==> config.mk <==
export PLATFORM = sky130hd
export DESIGN_NAME = jk_excite_driver_flat
export DESIGN_NICKNAME = d
export VERILOG_FILES = /design/src/rtl/jk_pkg.sv /design/src/rtl/jk_excite_driver_if.sv /design/src/rtl/jk_excite_bit.sv /design/src/rtl/jk_excite_driver.sv /design/src/flat_wrapper.sv
export SDC_FILE = /design/constraint.sdc
export NUM_CORES = 1
export LEC_CHECK = 0
export BUFFER_PORTS_ARGS = -buffer_cell sky130_fd_sc_hd__clkbuf_2
export CAP_MARGIN = 20
export CORE_MARGIN = 1
export CORE_UTILIZATION = 52
export CTS_BUF_LIST = sky130_fd_sc_hd__clkbuf_16
export DETAILED_ROUTE_END_ITERATION = 8
export PLACE_DENSITY = 0.8
export SLEW_MARGIN = 20
export SYNTH_ARGS = -nofsm -noshare
export SYNTH_HDL_FRONTEND = slang
export SYNTH_HIERARCHICAL = 1
export SYNTH_SLANG_ARGS = --single-unit
==> constraint.sdc <==
create_clock -name clock -period 2.28 [get_ports clock]
set_clock_uncertainty 0.1 [all_clocks]
set_input_delay 0.456 -clock clock [delete_from_list [all_inputs] [get_ports clock]]
set_output_delay 0.456 -clock clock [all_outputs]
set_load 0.1 [all_outputs]
==> src/rtl/jk_pkg.sv <==
// Shared types for the JK excitation driver: FSM state encoding and the
// two-bit {J,K} excitation codes.
package jk_pkg;

  typedef enum logic [1:0] {
    ST_IDLE  = 2'd0,
    ST_DRIVE = 2'd1,
    ST_CHECK = 2'd2,
    ST_ERROR = 2'd3
  } jk_state_e;

  localparam logic [1:0] EXC_HOLD = 2'b00;
  localparam logic [1:0] EXC_SET  = 2'b10;
  localparam logic [1:0] EXC_CLR  = 2'b01;
  localparam logic [1:0] EXC_TGL  = 2'b11;

endpackage

==> src/rtl/jk_excite_driver_if.sv <==
// Command and bank-facing signals of the JK excitation driver. The master is
// the controller plus JK bank; the slave is the driver itself.
interface jk_excite_driver_if #(
  parameter int WIDTH = 4
);
  logic             in_valid;
  logic             in_ready;
  logic [WIDTH-1:0] target;
  logic [WIDTH-1:0] q_fb;
  logic [WIDTH-1:0] j;
  logic [WIDTH-1:0] k;
  logic             done;
  logic             error;
  logic             err_clear;

  modport master (
    output in_valid, target, q_fb, err_clear,
    input  in_ready, j, k, done, error
  );

  modport slave (
    input  in_valid, target, q_fb, err_clear,
    output in_ready, j, k, done, error
  );
endinterface

==> src/rtl/jk_excite_bit.sv <==
// Single-bit JK excitation: maps current q and desired t to a {J,K} code.
// Unchanged bits always hold; changing bits set/clear or toggle.
module jk_excite_bit
  import jk_pkg::*;
(
  input  logic       i_q,
  input  logic       i_t,
  input  logic       i_toggle_mode,
  output logic [1:0] o_jk
);

  always_comb begin
    // NOTE: default first so every path assigns o_jk and no latch is inferred.
    o_jk = EXC_HOLD;
    if (i_q != i_t) begin
      if (i_toggle_mode) o_jk = EXC_TGL;
      else               o_jk = i_t ? EXC_SET : EXC_CLR;
    end
  end

endmodule

==> src/rtl/jk_excite_driver.sv <==
// Drives one clock of J/K excitation into a JK flip-flop bank, reads q back,
// retries a bounded number of times and latches a sticky error on failure.
module jk_excite_driver
  import jk_pkg::*;
#(
  parameter int WIDTH       = 4,
  parameter int MAX_RETRY   = 2,
  parameter int TOGGLE_MODE = 0
) (
  input  logic               clock,
  input  logic               reset,
  jk_excite_driver_if.slave  bus
);

  localparam int RW = (MAX_RETRY > 0) ? $clog2(MAX_RETRY + 1) : 1;
  localparam logic [RW-1:0] RETRY_LIMIT = RW'(MAX_RETRY);

  jk_state_e        r_state;
  jk_state_e        w_state_next;
  logic [WIDTH-1:0] r_tgt;
  logic [WIDTH-1:0] r_j;
  logic [WIDTH-1:0] r_k;
  logic [RW-1:0]    r_retry;
  logic             r_done;
  logic             r_error;
  logic             r_in_ready;

  logic [WIDTH-1:0] w_tgt_sel;
  logic [WIDTH-1:0] w_j;
  logic [WIDTH-1:0] w_k;
  logic [1:0]       w_exc [WIDTH];
  logic             w_accept;
  logic             w_match;
  logic             w_can_retry;

  // Excitation targets the incoming word while idle, the latched word on retry.
  assign w_tgt_sel   = (r_state == ST_IDLE) ? bus.target : r_tgt;
  assign w_accept    = (r_state == ST_IDLE) && r_in_ready && bus.in_valid;
  assign w_match     = (bus.q_fb == r_tgt);
  assign w_can_retry = (r_retry < RETRY_LIMIT);

  for (genvar gi = 0; gi < WIDTH; gi++) begin : g_bit
    jk_excite_bit u_bit (
      .i_q           (bus.q_fb[gi]),
      .i_t           (w_tgt_sel[gi]),
      .i_toggle_mode (TOGGLE_MODE != 0),
      .o_jk          (w_exc[gi])
    );
    assign w_j[gi] = w_exc[gi][1];
    assign w_k[gi] = w_exc[gi][0];
  end

  always_comb begin
    w_state_next = r_state;
    case (r_state)
      ST_IDLE:  if (w_accept) w_state_next = ST_DRIVE;
      ST_DRIVE: w_state_next = ST_CHECK;
      ST_CHECK: begin
        if (w_match)          w_state_next = ST_IDLE;
        else if (w_can_retry) w_state_next = ST_DRIVE;
        else                  w_state_next = ST_ERROR;
      end
      ST_ERROR: if (bus.err_clear) w_state_next = ST_IDLE;
      default:  w_state_next = ST_IDLE;
    endcase
  end

  always_ff @(posedge clock or negedge reset) begin
    if (!reset) begin
      r_state    <= ST_IDLE;
      r_tgt      <= '0;
      r_j        <= '0;
      r_k        <= '0;
      r_retry    <= '0;
      r_done     <= 1'b0;
      r_error    <= 1'b0;
      r_in_ready <= 1'b0;
    end else begin
      // NOTE: non-blocking so every register samples pre-edge values.
      r_state    <= w_state_next;
      r_in_ready <= (w_state_next == ST_IDLE);
      r_done     <= 1'b0;
      case (r_state)
        ST_IDLE: begin
          if (w_accept) begin
            r_tgt   <= bus.target;
            r_j     <= w_j;
            r_k     <= w_k;
            r_retry <= '0;
          end
        end
        ST_DRIVE: begin
          r_j <= '0;
          r_k <= '0;
        end
        ST_CHECK: begin
          if (w_match) begin
            r_done <= 1'b1;
          end else if (w_can_retry) begin
            r_retry <= r_retry + 1'b1;
            r_j     <= w_j;
            r_k     <= w_k;
          end else begin
            r_error <= 1'b1;
          end
        end
        ST_ERROR: begin
          if (bus.err_clear) r_error <= 1'b0;
        end
        default: ;
      endcase
    end
  end

  assign bus.in_ready = r_in_ready;
  assign bus.j        = r_j;
  assign bus.k        = r_k;
  assign bus.done     = r_done;
  assign bus.error    = r_error;

endmodule

==> src/flat_wrapper.sv <==
// flat-port wrapper written by rule: the top's interface ports become plain ports
module jk_excite_driver_flat import jk_pkg::*;
#(
  parameter int WIDTH       = 4,
  parameter int MAX_RETRY   = 2,
  parameter int TOGGLE_MODE = 0
)
  (clock, reset, bus_in_valid, bus_target, bus_q_fb, bus_err_clear, bus_in_ready, bus_j, bus_k, bus_done, bus_error);
  jk_excite_driver_if #(.WIDTH(WIDTH)) bus_i ();
  input  logic clock;
  input  logic reset;
  input wire logic [$bits(bus_i.in_valid)-1:0] bus_in_valid;
  input wire logic [$bits(bus_i.target)-1:0] bus_target;
  input wire logic [$bits(bus_i.q_fb)-1:0] bus_q_fb;
  input wire logic [$bits(bus_i.err_clear)-1:0] bus_err_clear;
  output wire logic [$bits(bus_i.in_ready)-1:0] bus_in_ready;
  output wire logic [$bits(bus_i.j)-1:0] bus_j;
  output wire logic [$bits(bus_i.k)-1:0] bus_k;
  output wire logic [$bits(bus_i.done)-1:0] bus_done;
  output wire logic [$bits(bus_i.error)-1:0] bus_error;
  assign bus_i.in_valid = bus_in_valid;
  assign bus_i.target = bus_target;
  assign bus_i.q_fb = bus_q_fb;
  assign bus_i.err_clear = bus_err_clear;
  assign bus_in_ready = bus_i.in_ready;
  assign bus_j = bus_i.j;
  assign bus_k = bus_i.k;
  assign bus_done = bus_i.done;
  assign bus_error = bus_i.error;
  jk_excite_driver #(.WIDTH(WIDTH), .MAX_RETRY(MAX_RETRY), .TOGGLE_MODE(TOGGLE_MODE)) u_core (.clock(clock), .reset(reset), .bus(bus_i));
endmodule
# Word-level counts from Yosys, hierarchy flattened
# Index checks and enable logic that the tools add are counted.
dict set report totals {
  inputBits 12
  mem_bits_ro 0
  wordCells 66
  latch_bits 0
  mem_bits_rw 0
  n_memories 0
  reg_bits 19
}
dict set report classes {
  magnitude_cmp 1
  multipliers 0
  n_reduce_logical 11
  n_eq_ne 13
  bitwise 0
  mux 32
  n_div 0
  add_sub_neg 1
  n_shift 0
}
# operator n
set op_table {}
lappend op_table {{2-bit two-way mux} 15}
lappend op_table {{4-bit two-way mux} 7}
lappend op_table {{4-bit case mux with 3 select lines} 2}
lappend op_table {{4-bit AND reduction} 3}
lappend op_table {{2-bit case mux with 4 select lines} 1}
lappend op_table {{2-bit != test (second input constant)} 3}
lappend op_table {{1-bit two-way mux} 5}
lappend op_table {{2-bit == test (second input constant)} 2}
lappend op_table {{4-bit == test} 1}
lappend op_table {{2-bit logical NOT} 2}
lappend op_table {{1-bit != test} 4}
lappend op_table {{2-bit by 1-bit != test with 1-bit output (second input constant)} 2}
lappend op_table {{2-bit case mux with 2 select lines} 1}
lappend op_table {{2-bit nonzero test} 2}
lappend op_table {{3-bit nonzero test} 1}
lappend op_table {{2-bit by 1-bit adder with 2-bit output (second input constant)} 1}
lappend op_table {{2-bit by 1-bit == test with 1-bit output (second input constant)} 1}
lappend op_table {{1-bit logical AND} 2}
lappend op_table {{2-bit less-than comparator (second input constant)} 1}
lappend op_table {{1-bit case mux with 2 select lines} 1}
lappend op_table {{2-bit AND reduction} 1}

# Depth between registers and ports, before layout
# Gate-level depths: netlist (run 1).
dict set report logic_depth {
  depth_word 7
  depth_mapped 7
}

# By module
# Netlist (run 1), hierarchy kept.
# mod area_each_um2 cells_each instances seq_area_each_um2
set by_module_without_submodules {}
lappend by_module_without_submodules {jk_excite_driver 938.4 89 1 475.5}
lappend by_module_without_submodules {jk_excite_bit 27.5 4 4 0.0}

# Worst setup path before layout (run 1)
# No wires, ideal clock.
dict set report synth_timing {
  path_type {register to register}
  from {reg u_core.r_in_ready (netlist: u_core/bus.in_ready)}
  to {reg u_core.r_tgt[0]}
  n_path_buf 0
  setup_ns 0.125
  slack_ns 0.130
  t_required_ns 2.055
  arrival_ns 1.925
  period_less_slack_ns 2.150
  path_stages_with_launch 4
  cell_sequence {dfrtp_1 -> nand2_1 -> nor3_1 -> mux2_2}
}
dict set report synth_via {
  elab_chain_cells 3
}
# item line
set synth_lines {}
lappend synth_lines {{start: declaration} jk_excite_driver.sv:26} ;# logic r_in_ready;
lappend synth_lines {{start signal: assignment} jk_excite_driver.sv:81} ;# r_in_ready <= (w_state_next == ST_IDLE);
lappend synth_lines {{1-bit logical AND (2 in a row)} jk_excite_driver.sv:38} ;# assign w_accept = (r_state == ST_IDLE) && r_in_ready && bus.in_valid;
lappend synth_lines {{2-bit AND reduction (no line)} --}
lappend synth_lines {{end signal: assignment} jk_excite_driver.sv:86} ;# r_tgt <= bus.target;
lappend synth_lines {{end: declaration} jk_excite_driver.sv:20} ;# logic [WIDTH-1:0] r_tgt;
# Every way passes these cells.
# A chain may end at the register's enable or synchronous reset.

==> results of run 1 <==
## cell type report
| class | count | area (um^2) |
|---|---|---|
| flip-flops and latches | 19 | 475 |
| multi-input cells | 80 | 542 |
| inverters | 10 | 37.5 |
| well taps | 25 | 31.3 |
| clock inverters | 1 | 3.75 |
| repair buffers | 24 | 125 |
| clock buffers | 3 | 75.1 |
| fillers | 154 | 512 |
## critical path, cell delays in order (launching register included)
cell	delay, ps
dfrtp_1	470
nor2_1	400
mux2_2	430
mux2i_1	150
nand2_1	70
mux2i_1	140
## sequential cells by signal, indices dropped and copies added (netlist names)
name and flops:
u_core/bus.error 1, u_core/r_retry 2, u_core/r_state 2, u_core/bus.done 1
u_core/bus.k 4, u_core/r_tgt 4, u_core/bus.j 4, u_core/bus.in_ready 1
## layout by cell type, fill, tap and decap left out, types with 3 or more instances in the layout
cell and n:
mux2i_1 16, nor2_1 3, conb_1 8, o21ai_0 3, mux2_2 8, clkbuf_16 3, dfrtp_1 19, xnor2_1 4
clkbuf_2 22, a21oi_1 3, nand2_1 23, inv_1 11
## kinds of logic (layout without fill, tap and decap cells)
| family | after synthesis | after routing |
|---|---|---|
| other | 1 | 8 |
| AND/OR/NAND/NOR | 30 | 30 |
| AO/OA/AOI/OAI | 14 | 14 |
| multiplexers | 24 | 24 |
| XOR/XNOR | 4 | 4 |
| flip-flops | 19 | 19 |
| buffers and inverters | 13 | 38 |
## metrics by stage
step	hold WS, ps	std cells	setup WS, ps	utilization, %	area (um^2)
after floorplan	60.4	112	130	-	1070
after global placement	329	158	409	67.2	1210
after detailed placement	336	158	355	67.2	1210
after CTS	69.9	162	462	71.6	1290
after global routing	107	162	332	71.6	1290
final	58.3	162	447	71.6	1290
## final timing paths
kind	slack, ps	from	endpoint
max	450	u_core/r_state[1]	u_core/bus.k[0]
min	60	reset	u_core/bus.done
max reg2reg	450	u_core/r_state[1]	u_core/bus.k[0]
min reg2reg	420	u_core/bus.j[3]	u_core/bus.j[3]
max in group asynchronous	1700	reset	u_core/bus.j[1]
min in group clock	360	bus_target[3]	u_core/r_tgt[3]
## metal layers
| metal | routed length (um) | global-route usage [%] |
|---|---|---|
| met5 | 0 | 0 |
| met4 | 44 | 13.7 |
| met3 | 65 | 4.23 |
| met2 | 1000 | 36.1 |
| met1 | 941 | 28.5 |
==> flow_summary.json, run 1 <==
{
  "finalHoldViolCount": 0,
  "yosysTopAreaCell": "dfrtp_1",
  "status": "finished clean",
  "path_clk_slew_ps": 50,
  "slew_viol_final": 0,
  "setup_violations": 0,
  "synth.area.top_cells": "dfrtp_1 (45%), mux2i_1 (15%), mux2_2 (8.6%)",
  "synthesis.area_mm2": 0.00105,
  "dieArea_mm2": 0.00220,
  "drtIter0Drc": 12,
  "period_minus_slack_ps": 1830,
  "seq_area_frac_synth_pct": 45.3,
  "drcViolationCount": 0,
  "nNetsFinal": 150,
  "h-tree-depth": 1,
  "arrival_ps": 1900,
  "cp_max_fo": 9,
  "grt_remaining_overflow": 0,
  "syn_inst": 105,
  "cts_resized": 0,
  "ys_ff_latch": 19,
  "worstHoldPathType": "primary input to asynchronous set/reset pin",
  "dr.pass1.iters": 4,
  "postSynthAreaPerCell_um2": 9.99,
  "io_buffers": 22,
  "clockRootBuffer": "clkbuf_16",
  "fp.dieW_um": 46.9,
  "cts_hold_buf": 0,
  "required_ps": 2350,
  "synth_ff_type": "dfrtp_1",
  "core.rowCount": 15,
  "ys_top_cells_by_count": "nand2_1 (23), dfrtp_1 (19), mux2i_1 (16)",
  "grtUsageTotal_pct": 22.6,
  "synth_top_family_by_area": "multiplexers",
  "post_synth_xor_area_fraction_pct": 3.34,
  "insertion_delay_ps": 250,
  "cts_tree": "yes",
  "grt_antenna_before_repair": 0,
  "start_kind": "flip-flop",
  "synth_compound_area_share_pct": 9.19,
  "drv_cap": 0,
  "ys_types": 24,
  "vias": 831,
  "diodes": 0,
  "max_freq_mhz": 546,
  "start_util_pct": 58.2,
  "io_pins": 23,
  "wire_per_inst_um": 12.7,
  "synth.yosys.warnings": 6,
  "fin_crit_sh_pct": 80.4,
  "grt_pass1_wl_um": 3400,
  "synth-edff-count": 0,
  "timing.slew.headroom_pct": 64.1,
  "synth.top_cell.area_share_pct": 45.3,
  "cts.sinks": 19,
  "worst_pin_slew_ps": 540,
  "areaGrowthSynthToFinish_pct": 23.0,
  "end_kind": "flip-flop",
  "crit_type": "flip-flop to flip-flop",
  "rr_worst_depth": 5,
  "synth_fa_ha_area_share_pct": 0,
  "drive_above_1_share_pct": 26.3,
  "drt_wl_total_um": 2050,
  "synthSimpleGateAreaFrac_pct": 12.4,
  "coreArea_mm2": 0.00180,
  "grt_pass1_vias": 790,
  "clock_path_buffers": 2,
  "gp_congestion": 0.840,
  "fp.dieH_um": 46.9,
  "cts_buffers": 3,
  "dp_hpwl_um": 1460,
  "cts_setup_buffers": 0,
  "grt_max_degree": 20,
  "muxShareOfSynthArea_pct": 23.9,
  "fin_tns_setup_ps": 0,
  "synth.most_common_cell": "nand2_1",
  "ant_nets": 0,
  "async_flop_share_pct": 100,
  "rsz0062_at_grt": "false",
  "via_per_inst": 5.13
}
Power of run 1 is left out: the tool's default activity adds up to more than one toggle a clock period on the data nets, which glitch-free logic cannot reach.
==> run 2, diff against run 1 <==
- CORE_UTILIZATION: 52 -> 47
- PLACE_DENSITY: 0.8 -> 0.76
- clock period: 2.28 -> 1.6 ns (I/O delays scaled with it)
==> run 2 against run 1 <==
  * Final cell count up 9.3%
  * Via count up 10%
  * Clock-buffer cell count unchanged
  * Non-clock buffer count up 13
  * First-iteration DRC count up 50%
  * Worst setup slack worse by 410 ps
  * Die area up 10%
  * Routed wire length up 27%
  * Final area up 17%
  * Critical endpoint is now u_core/bus.k[3]
==> flow_summary.json, run 2 (synthesized netlist as in run 1, its figures left out) <==
{
  "setup_violations": 0,
  "wire_per_inst_um": 14.7,
  "max_freq_mhz": 640,
  "end_kind": "flip-flop",
  "drive_above_1_share_pct": 38.7,
  "dp_hpwl_um": 1690,
  "slew_viol_final": 0,
  "rsz0062_at_grt": "true",
  "cts_buffers": 3,
  "final_common_cell": "nand2_1",
  "grt_max_degree": 20,
  "dr.pass1.iters": 4,
  "grtUsageTotal_pct": 22.5,
  "fp.dieW_um": 49.2,
  "r2r-start": "u_core/r_state[0]",
  "cts_tree": "yes",
  "crit_family": "multiplexers",
  "placedCellCount": 170,
  "reg2reg_to": "u_core/bus.k[3]",
  "worstPathCellList": "nor2_4 -> mux2_4 -> mux2i_1 -> nand2_1 -> mux2i_1",
  "fin_cells": 177,
  "whs_ps": 221,
  "cpMaxStageDelayCell": "dfrtp_2",
  "grt_pass1_vias": 913,
  "worstHoldPathType": "primary input to flip-flop",
  "io_buffers": 22,
  "h-tree-depth": 1,
  "io_pins": 23,
  "nFillCells": 145,
  "hold_path_startpoint": "bus_target[1]",
  "start_util_pct": 51.9,
  "cpPeakStageDelay_ps": 430,
  "grt_antenna_before_repair": 0,
  "drtIter0Drc": 18,
  "period_minus_slack_ps": 1560,
  "rr_worst_depth": 5,
  "path_common_cell": "mux2i_1",
  "arrival_ps": 1640,
  "diodes": 0,
  "cp_max_fo": 5,
  "nNetsFinal": 163,
  "path_clk_slew_ps": 60,
  "required_ps": 1680,
  "ant_nets": 0,
  "start_kind": "flip-flop",
  "drt_wl_total_um": 2600,
  "drcViolationCount": 0,
  "regArea_um2": 480,
  "areaGrowthSynthToFinish_pct": 43.9,
  "drv_cap": 0,
  "fp.dieH_um": 49.2,
  "grt_pass1_wl_um": 4040,
  "gp_congestion": 0.846,
  "crit_type": "flip-flop to flip-flop",
  "coreArea_mm2": 0.00202,
  "worstPathBufferInverterCount": 0,
  "clockRootBuffer": "clkbuf_16",
  "grt_remaining_overflow": 0,
  "cts.sinks": 19,
  "via_per_inst": 5.19,
  "insertion_delay_ps": 250,
  "core.rowCount": 16,
  "fin_crit_sh_pct": 97.7,
  "multi_input_area_um2": 596,
  "status": "finished clean",
  "final_cell_mix": "nand2_1 (23), buf_4 (22), dfrtp_1 (17), mux2i_1 (16), clkbuf_2 (11)",
  "hold_end": "u_core/r_tgt[1]",
  "clock_path_buffers": 2,
  "min_path_cells": 2,
  "r2r_setup_slack_ps": 40,
  "finalHoldViolCount": 0,
  "dieArea_mm2": 0.00242,
  "vias": 918
}
==> run 2: cell types whose count changed in the layout (fill, tap and decap cells not counted), sizes merged <==
cell	before	now
buf	2	25
clkbuf	25	14
clkinv	0	1
dlygate4sd3	0	1
inv	11	10
==> run 2: metal layers <==
metal / vias up / global-route usage, % / share of wire (%)
met3: 8 / 7.17 / 6.0
met2: 37 / 40.2 / 51
li1: 441 / - / -
met4: 0 / 7.84 / 1.8
met5: - / 0 / 0
met1: 432 / 24.6 / 41
==> run 2: what timing repair did <==
item / CTS / global route
endpoints found under the setup margin: 9 / 8
hold buffers: 1 / 0
cloned: 0 / 0
pin swaps: 1 / 5
endpoints found under the hold margin: 19 / 0
resized for setup: 4 / 7
buffers inserted: 0 / 2
==> run 2: worst max path at each step <==
| stage | startpoint | to | slack, ps | cells after the start |
|---|---|---|---|---|
| 2_1_floorplan | u_core/bus.in_ready | u_core/r_tgt[0] | -1 | 3 |
| 3_3_place_gp | u_core/r_state[0] | u_core/bus.k[2] | -10 | 5 |
| 3_5_place_dp | u_core/r_state[0] | u_core/bus.k[3] | -80 | 5 |
| 4_1_cts | u_core/r_state[0] | u_core/bus.k[3] | 20 | 5 |
| 5_1_grt | u_core/r_state[0] | u_core/bus.k[3] | -70 | 5 |
| 6_report | u_core/r_state[0] | u_core/bus.k[3] | 40 | 5 |
==> run 2: metrics by stage <==
| step | instance area, um^2 | setup WS [ps] | utilization (%) | TNS, ps |
|---|---|---|---|---|
| floorplan | 1090 | -0.986 | - | -3.95 |
| global placement | 1340 | -14.9 | 66.3 | -33.9 |
| detailed placement | 1340 | -81.7 | 66.3 | -380 |
| CTS | 1450 | 18.7 | 71.7 | 0 |
| global route | 1510 | -69.8 | 74.6 | -163 |
| finish | 1510 | 36.9 | 74.6 | 0 |
==> run 2: cell type report <==
type	instances	share of cell area, %
clock inverter	1	0.332
inverter	10	2.49
tap	27	2.24
clock buffer	3	4.98
sequential	19	31.8
multi-input combinational	80	39.5
timing repair buffer	37	18.7
==> run 2: worst reg2reg max path, cell delays in order (launching register included) <==
cell	delay, ps
dfrtp_2	430
nor2_4	230
mux2_4	360
mux2i_1	150
nand2_1	70
mux2i_1	140
Power of run 2 is left out for the same reason.
==> run 3, diff against run 2 <==
--- a/config.mk
+++ b/config.mk
@@ -14,3 +14,2 @@
 export PLACE_DENSITY = 0.76
-export SLEW_MARGIN = 20
 export SYNTH_ARGS = -nofsm -noshare
==> constraint.sdc (replaced) <==
create_clock -name clock -period 1.6 [get_ports clock]
set_clock_uncertainty 0.1 [all_clocks]
set_input_delay 0.24 -clock clock [delete_from_list [all_inputs] [get_ports clock]]
set_output_delay 0.24 -clock clock [all_outputs]
set_load 0.1 [all_outputs]
==> run 3 against run 2 <==
  * Critical endpoint is now u_core/bus.k[0]
  * Via count fell by 5.1%
  * Sequential share of layout area increased by 2.3 points
  * Non-clock buffer count down 3
  * Global-route usage shrank 1.3 points
  * Final area is 6.8% lower
==> flow_summary.json, run 3 (synthesized netlist as in run 1, its figures left out) <==
{
  "h-tree-depth": 1,
  "hold_end": "u_core/r_tgt[0]",
  "grt_max_degree": 20,
  "cp_max_fo": 8,
  "grt_antenna_before_repair": 0,
  "hold_path_startpoint": "bus_target[0]",
  "drv_cap": 0,
  "min_path_cells": 2,
  "slew_viol_final": 0,
  "period_minus_slack_ps": 1580,
  "gp_congestion": 0.867,
  "coreArea_mm2": 0.00202,
  "timing.slew.headroom_pct": 64.1,
  "vias": 871,
  "crit_type": "flip-flop to flip-flop",
  "grt_pass1_wl_um": 3800,
  "start_util_pct": 51.9,
  "required_ps": 1670,
  "reg2reg_to": "u_core/bus.k[0]",
  "fp.dieH_um": 49.2,
  "grt_pass1_vias": 877,
  "cts.sinks": 19,
  "clock_path_buffers": 2,
  "dieArea_mm2": 0.00242,
  "cts_tree": "yes",
  "drtIter0Drc": 11,
  "drive_above_1_share_pct": 34.7,
  "dp_hpwl_um": 1490,
  "end_kind": "flip-flop",
  "final_cell_mix": "nand2_1 (23), clkbuf_2 (21), dfrtp_1 (17), mux2i_1 (16), buf_4 (12)",
  "final_core_util_pct": 69.6,
  "finalHoldViolCount": 0,
  "placedCellCount": 166,
  "r2r-start": "u_core/r_state[0]",
  "r2r_setup_slack_ps": 20,
  "wire_per_inst_um": 12.8,
  "path_clk_slew_ps": 60,
  "rsz0062_at_grt": "true",
  "insertion_delay_ps": 250,
  "status": "finished clean",
  "grtUsageTotal_pct": 21.1,
  "setup_violations": 0,
  "dp_worst_setup_slack_ps": -47.2,
  "dr.pass1.iters": 4,
  "worst_pin_slew_ps": 541,
  "start_kind": "flip-flop",
  "core.rowCount": 16,
  "clockRootBuffer": "clkbuf_16",
  "worstHoldPathType": "primary input to flip-flop",
  "nFillCells": 159,
  "io_pins": 23,
  "io_buffers": 22,
  "fin_crit_sh_pct": 99.0,
  "grt_remaining_overflow": 0,
  "placed_area_mm2": 0.00127,
  "worst_slack_ps": 16.3,
  "arrival_ps": 1650,
  "fp.dieW_um": 49.2,
  "ant_nets": 0,
  "cts_buffers": 3,
  "final_common_cell": "nand2_1",
  "via_per_inst": 5.01,
  "areaGrowthSynthToFinish_pct": 34.1,
  "fin_cells": 174,
  "finalInstanceArea_mm2": 0.00141,
  "drt_wl_total_um": 2230,
  "max_freq_mhz": 631,
  "drcViolationCount": 0,
  "rr_worst_depth": 4,
  "nNetsFinal": 160,
  "diodes": 0
}
==> run 3: cell type report <==
class                           count  area, um^2  share of cell area [%]
Clock inverter                      1        5.00                   0.356
Clock buffer                        3        75.1                    5.34
Timing Repair Buffer               34         205                    14.6
Tap cell                           27        33.8                    2.40
Multi-Input combinational cell     80         569                    40.5
Inverter                           10        37.5                    2.67
Sequential cell                    19         480                    34.2
==> run 3: timing repair <==
action / 4_1_cts / 5_1_grt
hold buffers: 1 / 0
endpoints found under the setup margin: 8 / 8
gates resized for setup: 3 / 3
setup buffers: 0 / 3
pin swaps: 1 / 1
endpoints found under the hold margin: 19 / 0
==> run 3: critical path: stages, from the launching register on <==
cell     delay, ps
dfrtp_2        440
buf_4          150
o21ai_0        270
o211a_4        320
mux2i_1        220
==> run 3: metrics by stage <==
| step | TNS (ps) | hold WS (ps) |
|---|---|---|
| 6_report | 0 | 142 |
| 2_1_floorplan | -3.95 | -156 |
| 3_5_place_dp | -137 | 127 |
| 3_3_place_gp | -7.66 | 120 |
| 4_1_cts | 0 | 136 |
| 5_1_grt | -350 | 145 |
==> run 3: worst max-delay path by stage <==
stage                        start         endpoint  slack (ps)  cells past startpoint
6_report         u_core/r_state[0]  u_core/bus.k[0]          20                      4
5_1_grt          u_core/r_state[0]  u_core/bus.k[0]         -90                      4
4_1_cts          u_core/r_state[0]  u_core/bus.k[1]           5                      5
3_5_place_dp     u_core/r_state[0]  u_core/bus.k[3]         -50                      5
3_3_place_gp     u_core/r_state[0]  u_core/bus.k[2]          -8                      5
2_1_floorplan  u_core/bus.in_ready  u_core/r_tgt[0]          -1                      3
==> run 3: metal layers <==
layer  vias to the layer above  share of wire (%)  track usage, %  routed length, um
met5                         -                  0               0                  0
met4                         0                1.8            12.3                 40
met2                        23                 51            36.1               1130
met3                         5                4.5            5.30                100
li1                        432                  -               -                  -
met1                       411                 43            23.6                959
Power of run 3 is left out for the same reason.
